[src/rtl/uart_byte_receiver.sv]
// 8N1 UART byte receiver: synchronizes uart_rx, validates the start bit at mid-bit,
// samples eight data bits and the stop bit at bit centres, and flags framing errors.
module uart_byte_receiver #(
   parameter int DELAY_FRAMES = 234
) (
   input  logic       clk,
   input  logic       resetn,
   input  logic       uart_rx,
   output logic       byteReady,
   output logic [7:0] data,
   output logic       byteStrobe,
   output logic       frameError
);

   localparam logic [15:0] BIT_LAST  = 16'(DELAY_FRAMES - 1);
   localparam logic [15:0] HALF_LAST = 16'(DELAY_FRAMES / 2 - 1);

   typedef enum logic [2:0] {
      IDLE,
      START,
      READ,
      STOP,
      WAIT_IDLE
   } state_t;

   state_t      state;
   logic [15:0] counter;
   logic [2:0]  bitIndex;
   logic [7:0]  shift;
   logic        rxMeta;
   logic        rxSync;

   // Two-flop synchronizer; resets to the idle (high) line level.
   always_ff @(posedge clk) begin
      if (!resetn) begin
         rxMeta <= 1'b1;
         rxSync <= 1'b1;
      end else begin
         rxMeta <= uart_rx;
         rxSync <= rxMeta;
      end
   end

   always_ff @(posedge clk) begin
      if (!resetn) begin
         state      <= IDLE;
         counter    <= '0;
         bitIndex   <= '0;
         shift      <= '0;
         data       <= '0;
         byteReady  <= 1'b1;
         byteStrobe <= 1'b0;
         frameError <= 1'b0;
      end else begin
         byteStrobe <= 1'b0;
         case (state)
            IDLE: begin
               counter <= '0;
               if (!rxSync) begin
                  state <= START;
               end
            end

            // A start bit still low at its centre is genuine; anything else was a glitch.
            START: begin
               if (counter == HALF_LAST) begin
                  counter  <= '0;
                  bitIndex <= '0;
                  if (!rxSync) begin
                     state     <= READ;
                     byteReady <= 1'b0;
                  end else begin
                     state <= IDLE;
                  end
               end else begin
                  counter <= counter + 16'd1;
               end
            end

            READ: begin
               if (counter == BIT_LAST) begin
                  counter          <= '0;
                  shift[bitIndex]  <= rxSync;
                  if (bitIndex == 3'd7) begin
                     state <= STOP;
                  end else begin
                     bitIndex <= bitIndex + 3'd1;
                  end
               end else begin
                  counter <= counter + 16'd1;
               end
            end

            STOP: begin
               if (counter == BIT_LAST) begin
                  counter   <= '0;
                  byteReady <= 1'b1;
                  if (rxSync) begin
                     data       <= shift;
                     byteStrobe <= 1'b1;
                     frameError <= 1'b0;
                     state      <= IDLE;
                  end else begin
                     frameError <= 1'b1;
                     state      <= WAIT_IDLE;
                  end
               end else begin
                  counter <= counter + 16'd1;
               end
            end

            // A held-low line (break) must return high before a new start is looked for.
            WAIT_IDLE: begin
               counter <= '0;
               if (rxSync) begin
                  state <= IDLE;
               end
            end

            default: begin
               state <= IDLE;
            end
         endcase
      end
   end

endmodule
[config.mk]
export PLATFORM = sky130hd
export DESIGN_NAME = uart_byte_receiver
export DESIGN_NICKNAME = d
export VERILOG_FILES = /design/src/rtl/uart_byte_receiver.sv
export SDC_FILE = /design/constraint.sdc
export NUM_CORES = 1
export LEC_CHECK = 0
export ABC_AREA = 1
export BUFFER_PORTS_ARGS = -buffer_cell sky130_fd_sc_hd__buf_2
export CORE_ASPECT_RATIO = 0.75
export CORE_MARGIN = 3
export CORE_UTILIZATION = 59
export CTS_CLUSTER_SIZE = 24
export DETAILED_ROUTE_END_ITERATION = 10
export GPL_TIMING_DRIVEN = 0
export PLACE_DENSITY = 0.79
export SLEW_MARGIN = 20
export SYNTH_ARGS = -nofsm -noshare
export SYNTH_HDL_FRONTEND = slang
export SYNTH_SLANG_ARGS = --single-unit
[constraint.sdc]
create_clock -name clk -period 1.7 [get_ports clk]
set_input_delay 0.255 -clock clk [delete_from_list [all_inputs] [get_ports clk]]
set_output_delay 0.255 -clock clk [all_outputs]
set_load 0.05 [all_outputs]
==> metrics.md <==
| Metric | Value |
|---|---|
| Outcome | `completed` |
| Worst EP arrival | `1.82 ns` |
| Via density | `5.13` |
| Vias in the first global route | `1683` |
| Core area | `3420 µm²` |
| Worst path bufs/invs | `3` |
| Min-Delay Path Class | `in2reg` |
| Yosys cell types | `30` |
| Worst rel slew slack | `58.1%` |
| Largest cells by area after synthesis | `dfxtp_1 (39%), nand2_1 (12%), nor2_1 (8.3%)` |
| Final core utilization | `73.6%` |
| Fin nets | `343` |
| Die Wd | `76.2 µm` |
| Longest Clk Path Bufs | `2` |
| Antenna fix cells | `0` |
| Final HPWL DP | `3.23 mm` |
| R2R cell count | `12` |
| Critical Path Stages | `12` |
| Port Buffers | `12` |
| Most common cell in the netlist | `nand2_1` |
| Drc violations | `0` |
| LEAKAGE | `0.00111 µW` |
| Area growth syn-to-layout | `15.5%` |
| Worst IR drop on VDD | `1.13 mV` |
| Clock latency on the worst-skew pair | `0.30 ns` |
| Mapped cell area | `2180 µm²` |
| Yosys warnings | `0` |
| CTS hold repair buffers | `0` |
| Fmax | `0.617 GHz` |
| Combinational Power Share | `33.0%` |
| RD Place Congestion | `0.884` |
| Slowest stage delay, CP | `0.37 ns` |
| Crit-path slowest cell | `dfxtp_4` |
| Sw Ratio | `35.1%` |
| Clk slew on worst S/H paths | `0.09 ns` |
| Clk network pwr share | `29.7%` |
| Share of the synthesized area in the top cell type | `39.4%` |
| CTS tree | `done` |
| Max Slew Vio Count | `0` |
| Worst Max-Slew Pin Slew | `0.628 ns` |
| CP endpoint kind | `flip-flop` |
| CP dominant cell by count | `nand2_1` |
| Sum of negative setup slack | `0 ns` |
| NetSw | `1130 µW` |
| Startpoint class of the critical path | `flip-flop` |
| Drt total wl | `4.61 mm` |
| Commonest cells in the netlist | `nand2_1 (68), nor2_1 (48), dfxtp_1 (43)` |
| First-pass DRT Iterations | `4` |
| WS Path Type | `reg2reg` |
| H-tree depth | `2` |
| I/O Pins | `14` |
| DR vias | `1981` |
| Post-route ant nets | `0` |
| P_int | `2080 µW` |
| Critical Path RT | `1.90 ns` |
| PwrDens | `1270 nW/µm²` |
| FP Rows | `18` |
| Seq/Total Area, Yosys | `39.4%` |
| Die area | `4470 µm²` |
| Flop pwr share | `37.3%` |
| Num CTS Buffers | `5` |
| Clock Tree Root | `clkbuf_8` |
| Pin count of the biggest net entering global routing | `15` |
| Final Cycle Share | `95.3%` |
| Share of cells above drive strength 1 | `19.3%` |
| Endpoints failing hold | `0` |
| Global-route wire length before repair | `7.47 mm` |
| Setup violators final | `0` |
| Ys async rst share | `0%` |
| Post-synthesis area per instance | `6.99 µm²` |
| Top_reg_cell synth | `dfxtp_1` |
| Clock Skews | `0.0101 ns` |
| Initial antenna violation count | `0` |
| Post-synth EDFFs | `0` |
| Cells after Synth | `312` |
| Grt ovf | `0` |
| Post-route minimum period | `1.62 ns` |
| Synthesized flop and latch total | `43` |
| Total global-route track usage | `20.7%` |
| CTS Sinks | `43` |
| Synthesized Nets | `320` |
| Drt wl/cell | `11.9 µm` |
| Hold depth | `3` |
| Number of max-cap violations | `0` |
| CP Cell Sequence | `inv_2 -> ha_2 -> nand2_2 -> inv_1 -> nand2_1 -> nor2_2 -> nand2_1 -> nand2_1 -> nand3_2 -> nand2_4 -> clkbuf_16 -> nor2_1` |
| Initial Utilization | `63.7%` |
| Area leader, netlist | `dfxtp_1` |
| DR iter-0 viols | `138` |
| CP Max Fanout | `7` |
| Top delay family on crit path | `simple AND/OR/NAND/NOR gates` |
| Die outline height | `58.7 µm` |
-- kinds of logic (layout without fill, tap and decap cells) --
kind of cell    after synthesis  count (layout)  synth area share [%]
simple gates                177             177                  38.7
flops                        43              43                  39.4
fa+ha+maj                     5               5                  2.87
compound gates               32              32                  8.26
buf+inv                      51              75                  9.12
xor+xnor                      4               4                  1.61
-- layer usage --
metal | vias to the layer above | part of all wire [%] | global-route usage [%]
met3 | 12 | 5.1 | 5.05
li1 | 1024 | - | -
met2 | 47 | 42 | 29.2
met1 | 898 | 51 | 30.4
met5 | - | 0 | 0
met4 | 0 | 1.9 | 8.53
-- sequential cells by signal, summed over array words and instances, names as in the netlist --
signal	cells
counter	16
data	8
shift	8
bitIndex	3
state	3
byteReady	1
byteStrobe	1
frameError	1
rxMeta	1
rxSync	1
-- cell usage in the layout (no fill, tap or decap), drive strengths merged --
cell type,netlist,routed
a21oi,8,8
a31oi,3,3
buf,1,16
bufinv,0,2
clkbuf,5,11
clkinvlp,0,1
dfxtp,43,43
ha,5,5
inv,45,45
nand2,75,75
nand3,29,29
nand3b,2,2
nand4,3,3
nor2,61,61
nor3,7,7
o211a,1,1
o21ai,18,18
o21bai,1,1
o22ai,1,1
xnor2,3,3
xor2,1,1
-- final cells by class --
cell class | count | area [µm²]
multi-input cells | 218 | 1140
fillers | 271 | 902
flip-flops and latches | 43 | 867
inverters | 45 | 169
repair buffers | 16 | 108
clock buffers | 5 | 68.8
clock inverters | 3 | 67.6
well taps | 50 | 62.6
plain buffers | 6 | 33.8
-- worst reg2reg max path, delay by kind of cell (launching register included) --
kind / cells / cell delay (ns)
fa+ha+maj: 1 / 0.17
buf+inv: 3 / 0.28
simple gates: 8 / 0.71
flops: 1 / 0.37
-- stage by stage --
step	instance area, µm²	hold slack, ns	std cells	power, µW	worst slack, ns
after floorplan	2180	0.340	312	1930	0.295
after CTS	2440	0.123	382	3050	0.0133
after global routing	2520	0.136	386	3410	-0.0345
final	2520	0.127	386	3210	0.0800
after global placement	2300	0.381	374	2080	0.0879
after detailed placement	2300	0.391	374	2110	0.0559
-- worst paths after layout --
path,to,startpoint,slack [ns]
hold / removal,rxMeta,uart_rx,0.13
setup / recovery,counter[6],counter[0],0.08
setup reg to reg,counter[6],counter[0],0.08
hold reg to reg,rxSync,rxMeta,0.41
-- power by group through the flow --
stage / combinational, µW / clock (µW) / sequential [µW]
floorplan: 735 / 0 / 1190
global placement: 876 / 0 / 1210
finish: 1060 / 953 / 1200
CTS: 900 / 958 / 1190
detailed placement: 895 / 0 / 1210
global route: 1200 / 991 / 1210
-- repair_timing --
action                     4_1_cts  5_1_grt
buffers inserted                 0        3
gates resized for setup          0       14
setup endpoints to repair        0       28
Note: power is estimated with default switching activity, not from simulation.
